$ cat src/rtl/uart_pkt_pkg.sv
// Shared types and sizing helpers for the UART frame packetizer.
package uart_pkt_pkg;

  typedef enum logic [1:0] {
    IDLE      = 2'd0,
    SEND      = 2'd1,
    WAIT_ACK  = 2'd2,
    WAIT_DONE = 2'd3
  } pkt_state_t;

  // Header is SYNC0, SYNC1, sequence number; trailer is the checksum byte.
  localparam int unsigned HDR_BYTES = 3;
  localparam int unsigned TRL_BYTES = 1;

  function automatic int unsigned pkt_len(input int unsigned n_ch,
                                          input int unsigned sample_bytes);
    return HDR_BYTES + n_ch * sample_bytes + TRL_BYTES;
  endfunction

endpackage

$ cat src/rtl/uart_frame_packetizer.sv
// Serialises one multi-channel sample frame into a framed byte packet
// (sync, sync, seq, payload, XOR checksum) paced by the UART tx_ready flag.
module uart_frame_packetizer
  import uart_pkt_pkg::*;
#(
  parameter int unsigned N_CH         = 4,
  parameter int unsigned SAMPLE_BYTES = 2,
  parameter logic [7:0]  SYNC0        = 8'hA5,
  parameter logic [7:0]  SYNC1        = 8'h5A,
  parameter int unsigned ACK_TIMEOUT  = 64
) (
  input  logic                           clk,
  input  logic                           reset_b,
  input  logic                           frame_valid,
  input  logic [N_CH*SAMPLE_BYTES*8-1:0] frame_data,
  output logic                           frame_ready,
  output logic [7:0]                     tx_data,
  output logic                           tx_en,
  input  logic                           tx_ready,
  output logic                           busy,
  output logic [7:0]                     seq_num,
  output logic                           ack_err
);

  localparam int unsigned FRAME_W   = N_CH * SAMPLE_BYTES * 8;
  localparam int unsigned PAY_BYTES = N_CH * SAMPLE_BYTES;
  localparam int unsigned PKT_LEN   = pkt_len(N_CH, SAMPLE_BYTES);
  localparam int unsigned IDX_W     = $clog2(PKT_LEN);
  localparam int unsigned PIDX_W    = (PAY_BYTES > 1) ? $clog2(PAY_BYTES) : 1;
  localparam int unsigned PAY_SLOTS = 1 << PIDX_W;
  localparam int unsigned CNT_W     = $clog2(ACK_TIMEOUT + 1);

  localparam logic [IDX_W-1:0] LAST_IDX = IDX_W'(PKT_LEN - 1);
  localparam logic [IDX_W-1:0] SEQ_IDX  = IDX_W'(HDR_BYTES - 1);
  localparam logic [CNT_W-1:0] CNT_LAST = CNT_W'(ACK_TIMEOUT - 1);

  pkt_state_t         state;
  logic [FRAME_W-1:0] frame_q;
  logic [IDX_W-1:0]   idx;
  logic [PIDX_W-1:0]  pidx;
  logic [CNT_W-1:0]   ack_cnt;
  logic [7:0]         csum;
  logic [7:0]         cur_byte;
  logic [7:0]         tx_data_q;
  logic [7:0]         pay_bytes [PAY_SLOTS];
  logic               accept;
  logic               ack_timeout;
  logic               byte_done;

  assign frame_ready = (state == IDLE);
  assign busy        = (state != IDLE);
  assign accept      = frame_valid && frame_ready;
  assign tx_en       = (state == SEND) && tx_ready;
  assign tx_data     = tx_en ? cur_byte : tx_data_q;
  assign ack_timeout = (state == WAIT_ACK) && tx_ready && (ack_cnt == CNT_LAST);
  assign byte_done   = ack_timeout || ((state == WAIT_DONE) && tx_ready);
  assign pidx        = PIDX_W'(idx - IDX_W'(HDR_BYTES));

  // Payload bytes in transmit order: channel 0 first, each sample MSB byte first.
  // Slots past the real payload are padding so the mux index is exactly sized.
  for (genvar g = 0; g < PAY_SLOTS; g++) begin : g_pay
    if (g < PAY_BYTES) begin : g_used
      assign pay_bytes[g] =
        frame_q[((g / SAMPLE_BYTES) * SAMPLE_BYTES + SAMPLE_BYTES - 1 - (g % SAMPLE_BYTES)) * 8 +: 8];
    end else begin : g_pad
      assign pay_bytes[g] = '0;
    end
  end

  // Select the byte for the current packet position.
  always_comb begin
    cur_byte = '0;
    if (idx == IDX_W'(0)) begin
      cur_byte = SYNC0;
    end else if (idx == IDX_W'(1)) begin
      cur_byte = SYNC1;
    end else if (idx == SEQ_IDX) begin
      cur_byte = seq_num;
    end else if (idx == LAST_IDX) begin
      cur_byte = csum;
    end else begin
      cur_byte = pay_bytes[pidx];
    end
  end

  // Packet sequencing: state, byte index and sequence number.
  // WAIT_ACK and WAIT_DONE share the byte-completion path so an ack timeout
  // advances exactly like a normal ready-high exit from WAIT_DONE.
  always_ff @(posedge clk or negedge reset_b) begin
    if (!reset_b) begin
      state   <= IDLE;
      idx     <= '0;
      seq_num <= '0;
    end else begin
      case (state)
        IDLE: begin
          if (accept) begin
            state <= SEND;
            idx   <= '0;
          end
        end
        SEND: begin
          if (tx_ready) state <= WAIT_ACK;
        end
        WAIT_ACK, WAIT_DONE: begin
          if (byte_done) begin
            if (idx == LAST_IDX) begin
              state   <= IDLE;
              idx     <= '0;
              seq_num <= seq_num + 8'd1;
            end else begin
              state <= SEND;
              idx   <= idx + IDX_W'(1);
            end
          end else if ((state == WAIT_ACK) && !tx_ready) begin
            state <= WAIT_DONE;
          end
        end
        default: state <= IDLE;
      endcase
    end
  end

  // Latch the frame on acceptance so later input changes cannot corrupt it.
  always_ff @(posedge clk or negedge reset_b) begin
    if (!reset_b) frame_q <= '0;
    else if (accept) frame_q <= frame_data;
  end

  // Running checksum over seq and payload bytes as they are issued.
  always_ff @(posedge clk or negedge reset_b) begin
    if (!reset_b) begin
      csum <= '0;
    end else if (accept) begin
      csum <= '0;
    end else if (tx_en && (idx >= SEQ_IDX) && (idx != LAST_IDX)) begin
      csum <= csum ^ cur_byte;
    end
  end

  // Hold the last issued byte on tx_data between strobes.
  always_ff @(posedge clk or negedge reset_b) begin
    if (!reset_b) tx_data_q <= '0;
    else if (tx_en) tx_data_q <= cur_byte;
  end

  // Count cycles waiting for the transmitter to drop ready after a strobe.
  always_ff @(posedge clk or negedge reset_b) begin
    if (!reset_b) begin
      ack_cnt <= '0;
    end else if (tx_en) begin
      ack_cnt <= '0;
    end else if ((state == WAIT_ACK) && tx_ready && !ack_timeout) begin
      ack_cnt <= ack_cnt + CNT_W'(1);
    end
  end

  // Sticky flag for a transmitter that never acknowledged a byte.
  always_ff @(posedge clk or negedge reset_b) begin
    if (!reset_b) ack_err <= 1'b0;
    else if (ack_timeout) ack_err <= 1'b1;
  end

endmodule

$ cat config.mk
export PLATFORM = sky130hd
export DESIGN_NAME = uart_frame_packetizer
export DESIGN_NICKNAME = d
export VERILOG_FILES = /design/src/rtl/uart_pkt_pkg.sv /design/src/rtl/uart_frame_packetizer.sv
export SDC_FILE = /design/constraint.sdc
export NUM_CORES = 1
export LEC_CHECK = 0
export ABC_CLOCK_PERIOD_IN_PS = 8490
export CAP_MARGIN = 30
export CORE_ASPECT_RATIO = 0.5
export CORE_MARGIN = 2
export CORE_UTILIZATION = 58
export DETAILED_ROUTE_END_ITERATION = 7
export GPL_TIMING_DRIVEN = 1
export PLACE_DENSITY = 0.82
export SYNTH_ARGS = -nofsm -noshare
export SYNTH_HDL_FRONTEND = slang
export SYNTH_SLANG_ARGS = --single-unit
$ cat constraint.sdc
create_clock -name clk -period 8.49 [get_ports clk]
set_input_delay 2.1225 -clock clk [delete_from_list [all_inputs] [get_ports clk]]
set_output_delay 2.1225 -clock clk [all_outputs]
set_load 0.02 [all_outputs]
==> run summary, run 1 <==
skew final: 0.004926 ns
CP Launch Type: primary input
die width: 141.3 um
Post-CTS Hold Buffers: 0
power density over the cells: 340.8 nW/um2
slew margin rel.: 0.3966
commonest non-fill, non-tap cells in the layout: 222 x nand2_1, 101 x dfrtp_1, 86 x clkdlybuf4s50_1, 32 x nor2_1, 21 x o21ai_0
M2 GR Usage: 0.4148
Tightest Pin Transition: 0.9051 ns
Final setup viols: 0
pin count of the biggest net entering global routing: 74
via count: 4,628
GRT busiest layer: met1
first-pass GRT wire length: 21,980 um
clock root buffer: clkbuf_16
worst slack, placed: 1.972 ns
FFs w/ async S/R, synth: 1.000
Yosys warning count: 0
IO Count: 88
DR iter-0 viols: 405
placed cell areas: 6382 um2
Max-cap violations: 0
gr usage total: 0.2757
Die ar.: 10,270 um2
vias in the first global route: 4,419
TritonCTS clock tree: built
CTS max path bufs: 2
Hold WS: 0.4734 ns
DRC viols: 0
Clk Latency, worst-skew pair: 0.35 ns
routed len/inst: 16.76 um
Pre-antenna DRT Iters: 5
post-CTS resize count: 0
Critical Setup Path Class: in2out
Final ANT Viol Nets: 0
CP required: 6.37 ns
met3 usage: 0.05774
Hold WC Path Type: reg2reg
Post-synth EDFFs: 0
Hold Vio Cnt, Final: 0
grt ovf: 0
worst-path fanout max: 23
Power Total: 2.280 mW
Core Util, Final: 0.7500
final std cells w/o fill: 796
RR Startpoint: idx[1]$_DFFE_PN0P_
cell count after synthesis: 605
minimum clock period: 6.531 ns
drt total wl: 13,340 um
Pleak: 3.031 nW
Post-Place Cells: 780
Post-CTS Setup Inserts: 0
Worst Setup SP: tx_ready
synthesized area: 5469 um2
Sink Count: 102
initial antenna violation count: 0
min-delay src: frame_q[51]$_DFFE_PN0P_
DIE HEIGHT: 72.67 um
clock-pin slew on the worst setup and hold paths: 0.07 ns
RSZ-0062 raised after global routing: false
Synth-to-Final Area Change: 22.31%
number of distinct library cells after synthesis: 57
fmax: 153.1 MHz
setup_tns: 0 ns
met1 Use GR: 0.4160
number of buffers added on ports: 87
Ant. Diodes: 0
Max VDD drop: 0.0001557 V
gpl congestion: 0.8634
H-tree levels: 3
Initial Utilization: 0.6132
most common cell after layout, fill and taps aside: nand2_1
Core Area: 8919 um2
Num CTS Buffers: 9
post-route cell area: 6689 um2
syn_area_per_cell: 9.040 um2
Synth Flop Type: dfrtp_1
Post-DP HPWL: 9264 um
Rows: 24
CP arrival: 4.41 ns
sequential element share of the synthesized area: 0.4667
max-slew violation count: 0
Layout Nets: 749
worst setup margin: 1.959 ns
CP endpoint kind: output port
Vias/cell: 5.814
flops & latches, synth: 102
share of cells above drive strength 1: 0.08689
status: complete, no violations
Period Utilization, post-route: 0.7693
Synth Net Count: 679
[path summary, 6_finish.rpt]
kind | to | slack (ns) | cells after the start
worst max-delay path | tx_data[3] | 1.96 | 7
worst min-delay path | frame_q[51]$_DFFE_PN0P_ | 0.47 | 2
worst max register to register | csum[5]$_DFFE_PN0P_ | 5.59 | 7
worst min register to register | frame_q[51]$_DFFE_PN0P_ | 0.47 | 2
max in group asynchronous | idx[0]$_DFFE_PN0P_ | 5.53 | 2
min in group asynchronous | frame_q[46]$_DFFE_PN0P_ | 1.82 | 1
[where the power goes]
group,total (mW),internal [mW],leakage [nW],switching (mW)
Clock,0.399,0.204,0.136,0.196
Combinational,1.07,0.476,1.61,0.595
Sequential,0.809,0.674,1.29,0.135
Total,2.28,1.35,3.03,0.926
[area by class of cell]
cell class / count / area [um2]
clock inverter: 6 / 56.30
inverter: 13 / 48.80
sequential: 102 / 2554
clock buffer: 9 / 225.2
tap: 117 / 146.4
timing repair buffer: 93 / 943.4
fill: 666 / 2230
multi-input combinational: 456 / 2715
[per-layer routing]
| layer | wire length, um | vias to the layer above | share of wire |
|---|---|---|---|
| met3 | 826 | 15 | 0.062 |
| li1 | - | 2217 | - |
| met1 | 6404 | 2243 | 0.48 |
| met4 | 101 | 0 | 0.0076 |
| met2 | 6008 | 153 | 0.45 |
| met5 | 0 | - | 0 |
[Yosys cell counts, types with 4 or more instances]
master | count | area, um2
clkbuf_1 | 17 | 63.81
o22ai_1 | 4 | 25.02
buf_2 | 5 | 25.02
buf_1 | 8 | 30.03
inv_1 | 13 | 48.80
nand2_1 | 223 | 837.1
nand3_1 | 10 | 50.05
mux2i_1 | 13 | 130.1
nand2b_1 | 4 | 25.02
mux2_4 | 6 | 90.09
o22a_1 | 6 | 52.55
o31ai_1 | 5 | 37.54
nor2_1 | 32 | 120.1
ha_1 | 6 | 75.07
mux2_2 | 6 | 67.56
o21ai_0 | 21 | 105.1
o21ai_1 | 4 | 20.02
nand4_1 | 16 | 100.1
xnor2_1 | 10 | 87.58
o2111ai_1 | 4 | 35.03
nor2b_1 | 4 | 25.02
nor3b_1 | 6 | 45.04
a21oi_1 | 12 | 60.06
a2bb2oi_1 | 5 | 43.79
mux4_2 | 13 | 292.8
dfrtp_1 | 102 | 2552
[worst max-delay path, cell delays in order]
cell             delay [ns]
clkdlybuf4s50_1        0.54
nand2_1                0.20
inv_1                  0.10
buf_4                  0.26
nand2b_1               0.27
o21ai_1                0.27
clkdlybuf4s50_1        0.64
[registers in the layout, indices dropped and copies added (netlist names)]
signal,flops
ack_err,1
seq_num,8
state,2
frame_q,64
tx_data_q,8
ack_cnt,7
idx,4
csum,8
[cells by family after synthesis]
kind of cell / Yosys count / share of synthesized area
buffers and inverters: 47 / 0.03821
and+or+nand+nor: 313 / 0.2427
DFF: 102 / 0.4667
muxes: 39 / 0.1082
adders and majority gates: 6 / 0.01373
xor gates and xnor gates: 11 / 0.01762
AOI/OAI and AO/OA: 87 / 0.1128
No activity file was read; power rests on OpenSTA's default activity.
==> run 2: changes to the inputs <==
--- a/config.mk
+++ b/config.mk
@@ -5,14 +5,14 @@
 export SDC_FILE = /design/constraint.sdc
 export NUM_CORES = 1
 export LEC_CHECK = 0
-export ABC_CLOCK_PERIOD_IN_PS = 8490
+export ABC_CLOCK_PERIOD_IN_PS = 5700
 export CAP_MARGIN = 30
 export CORE_ASPECT_RATIO = 0.5
 export CORE_MARGIN = 2
-export CORE_UTILIZATION = 58
+export CORE_UTILIZATION = 49
 export DETAILED_ROUTE_END_ITERATION = 7
 export GPL_TIMING_DRIVEN = 1
-export PLACE_DENSITY = 0.82
+export PLACE_DENSITY = 0.73
 export SYNTH_ARGS = -nofsm -noshare
 export SYNTH_HDL_FRONTEND = slang
 export SYNTH_SLANG_ARGS = --single-unit
==> constraint.sdc (replaced) <==
create_clock -name clk -period 5.7 [get_ports clk]
set_input_delay 1.425 -clock clk [delete_from_list [all_inputs] [get_ports clk]]
set_output_delay 1.425 -clock clk [all_outputs]
set_load 0.02 [all_outputs]
==> run summary, run 2 (synthesized netlist as in run 1, its figures left out) <==
Synth-to-Final Area Change: 24.37%
min-delay src: frame_q[43]$_DFFE_PN0P_
Core Area: 10,950 um2 (+23%)
H-tree levels: 3 (unchanged)
Layout Nets: 751 (+0.27%)
Num CTS Buffers: 9 (unchanged)
skew final: 0.007466 ns (+0.002540 ns)
drt total wl: 13,150 um (-1.5%)
DRC viols: 0 (unchanged)
number of buffers added on ports: 87 (unchanged)
Final ANT Viol Nets: 0 (unchanged)
clock-pin slew on the worst setup and hold paths: 0.07 ns (about the same)
max reg flops: 64 (unchanged)
R2R Setup Slk: 2.76 ns (-2.83 ns)
Post-Place Cells: 810 (+3.8%)
Period Utilization, post-route: 0.8497
die width: 153.4 um (+8.5%)
minimum clock period: 4.843 ns
Final setup viols: 0 (unchanged)
slew margin rel.: 0.4372 (+0.04061)
Tightest Pin Transition: 0.8370 ns (-0.06806 ns)
Clk Latency, worst-skew pair: 0.35 ns (about the same)
Rows: 27 (+13%)
post-CTS resize count: 0 (unchanged)
power density over the cells: 517.6 nW/um2 (+52%)
TritonCTS clock tree: built
CP required: 4.28 ns (-2.09 ns)
fmax: 206.5 MHz
Pleak: 3.073 nW (+1.4%)
Post-DP HPWL: 9208 um (-0.60%)
setup_tns: 0 ns (unchanged)
grt ovf: 0 (unchanged)
Max-cap violations: 0 (unchanged)
initial antenna violation count: 0 (unchanged)
largest reg by FF count: frame_q
Power Total: 3.520 mW (+54%)
max-slew violation count: 0 (unchanged)
share of cells above drive strength 1: 0.09091 (+0.004017)
Post-CTS Setup Inserts: 0 (unchanged)
pin count of the biggest net entering global routing: 80 (+8.1%)
RSZ-0062 raised after global routing: false
placed cell areas: 6420 um2 (+0.59%)
Core Util, Final: 0.6214 (-0.1286)
Critical Setup Path Class: reg2out
Pre-antenna DRT Iters: 5 (unchanged)
CP arrival: 3.42 ns (-0.99 ns)
Worst Hold Path EP: frame_q[43]$_DFFE_PN0P_
IO Count: 88 (unchanged)
Reg2Reg Capture Point: seq_num[1]$_DFFE_PN0P_
CP Launch Type: register
Max VDD drop: 0.0002008 V (+29%)
final std cells w/o fill: 827 (+3.9%)
gr usage total: 0.2275 (-0.04823)
CP endpoint kind: output port
Vias/cell: 5.600 (-3.7%)
Hold Vio Cnt, Final: 0 (unchanged)
Initial Utilization: 0.4997 (-0.1136)
Sink Count: 102 (unchanged)
routed len/inst: 15.90 um (-5.2%)
vias in the first global route: 4,348 (-1.6%)
DR iter-0 viols: 576 (+42%)
most common cell after layout, fill and taps aside: nand2_1
Post-CTS Hold Buffers: 0 (unchanged)
first-pass GRT wire length: 21,910 um (-0.35%)
Worst Reg-to-Reg Cells: 6 (-1)
RR Startpoint: idx[0]$_DFFE_PN0P_
via count: 4,631 (+0.065%)
post-route cell area: 6802 um2 (+1.7%)
worst-path fanout max: 11 (-52%)
commonest non-fill, non-tap cells in the layout: 222 x nand2_1, 101 x dfrtp_1, 86 x clkdlybuf4s50_1, 32 x nor2_1, 21 x o21ai_0
Ant. Diodes: 0 (unchanged)
clock root buffer: clkbuf_16
CTS max path bufs: 2 (unchanged)
WHS Path Cells: 2 (unchanged)
gpl congestion: 0.8589 (-0.52%)
Die ar.: 12,070 um2 (+18%)
status: complete, no violations
DIE HEIGHT: 78.71 um (+8.3%)
Hold WC Path Type: reg2reg
[run 2: area by class of cell]
class	instances	area (um2)
clock buffers	10	239.0
clock inverters	6	115.1
fillers	928	4144
inverters	13	48.80
multi-input cells	456	2715
flip-flops and latches	102	2554
well taps	145	181.4
repair buffers	95	948.4
[run 2: worst max path at each step]
stage	from	to	slack [ns]	depth (start not counted)
2_1_floorplan	idx[0]$_DFFE_PN0P_	tx_data[5]	1.65	11
3_3_place_gp	tx_ready	tx_data[5]	0.90	7
3_5_place_dp	tx_ready	tx_data[5]	0.89	7
4_1_cts	idx[1]$_DFFE_PN0P_	tx_data[3]	0.88	8
5_1_grt	idx[1]$_DFFE_PN0P_	tx_data[6]	0.65	9
6_report	idx[1]$_DFFE_PN0P_	tx_data[3]	0.86	8
[run 2: worst max-delay path: stages, from the launching register on]
cell and delay (ns):
dfrtp_1 0.43, inv_1 0.11, ha_1 0.59, buf_4 0.30, mux4_2 0.38, o22ai_1 0.25, a2bb2oi_1 0.33, o21ai_1 0.12
clkdlybuf4s50_1 0.55
[run 2: metrics by stage]
| step | worst slack [ns] | hold slack [ns] |
|---|---|---|
| floorplan | 1.653 | 0.4385 |
| global placement | 0.9015 | 0.4520 |
| detailed placement | 0.8920 | 0.4568 |
| CTS | 0.8761 | 0.4766 |
| global route | 0.6513 | 0.4877 |
| finish | 0.8566 | 0.4728 |
[run 2: report_power, final]
| group | internal, mW | total [mW] | leakage, nW | switching [mW] |
|---|---|---|---|---|
| Sequential | 1.00 | 1.20 | 1.29 | 0.194 |
| Clock | 0.444 | 0.718 | 0.170 | 0.274 |
| Combinational | 0.706 | 1.60 | 1.62 | 0.899 |
[run 2: per-layer routing]
layer	GRT usage	share of wire	up-vias
li1	-	-	2217
met1	0.3485	0.49	2223
met2	0.3348	0.43	171
met3	0.04476	0.059	20
met4	0.05413	0.014	0
met5	0	0	-
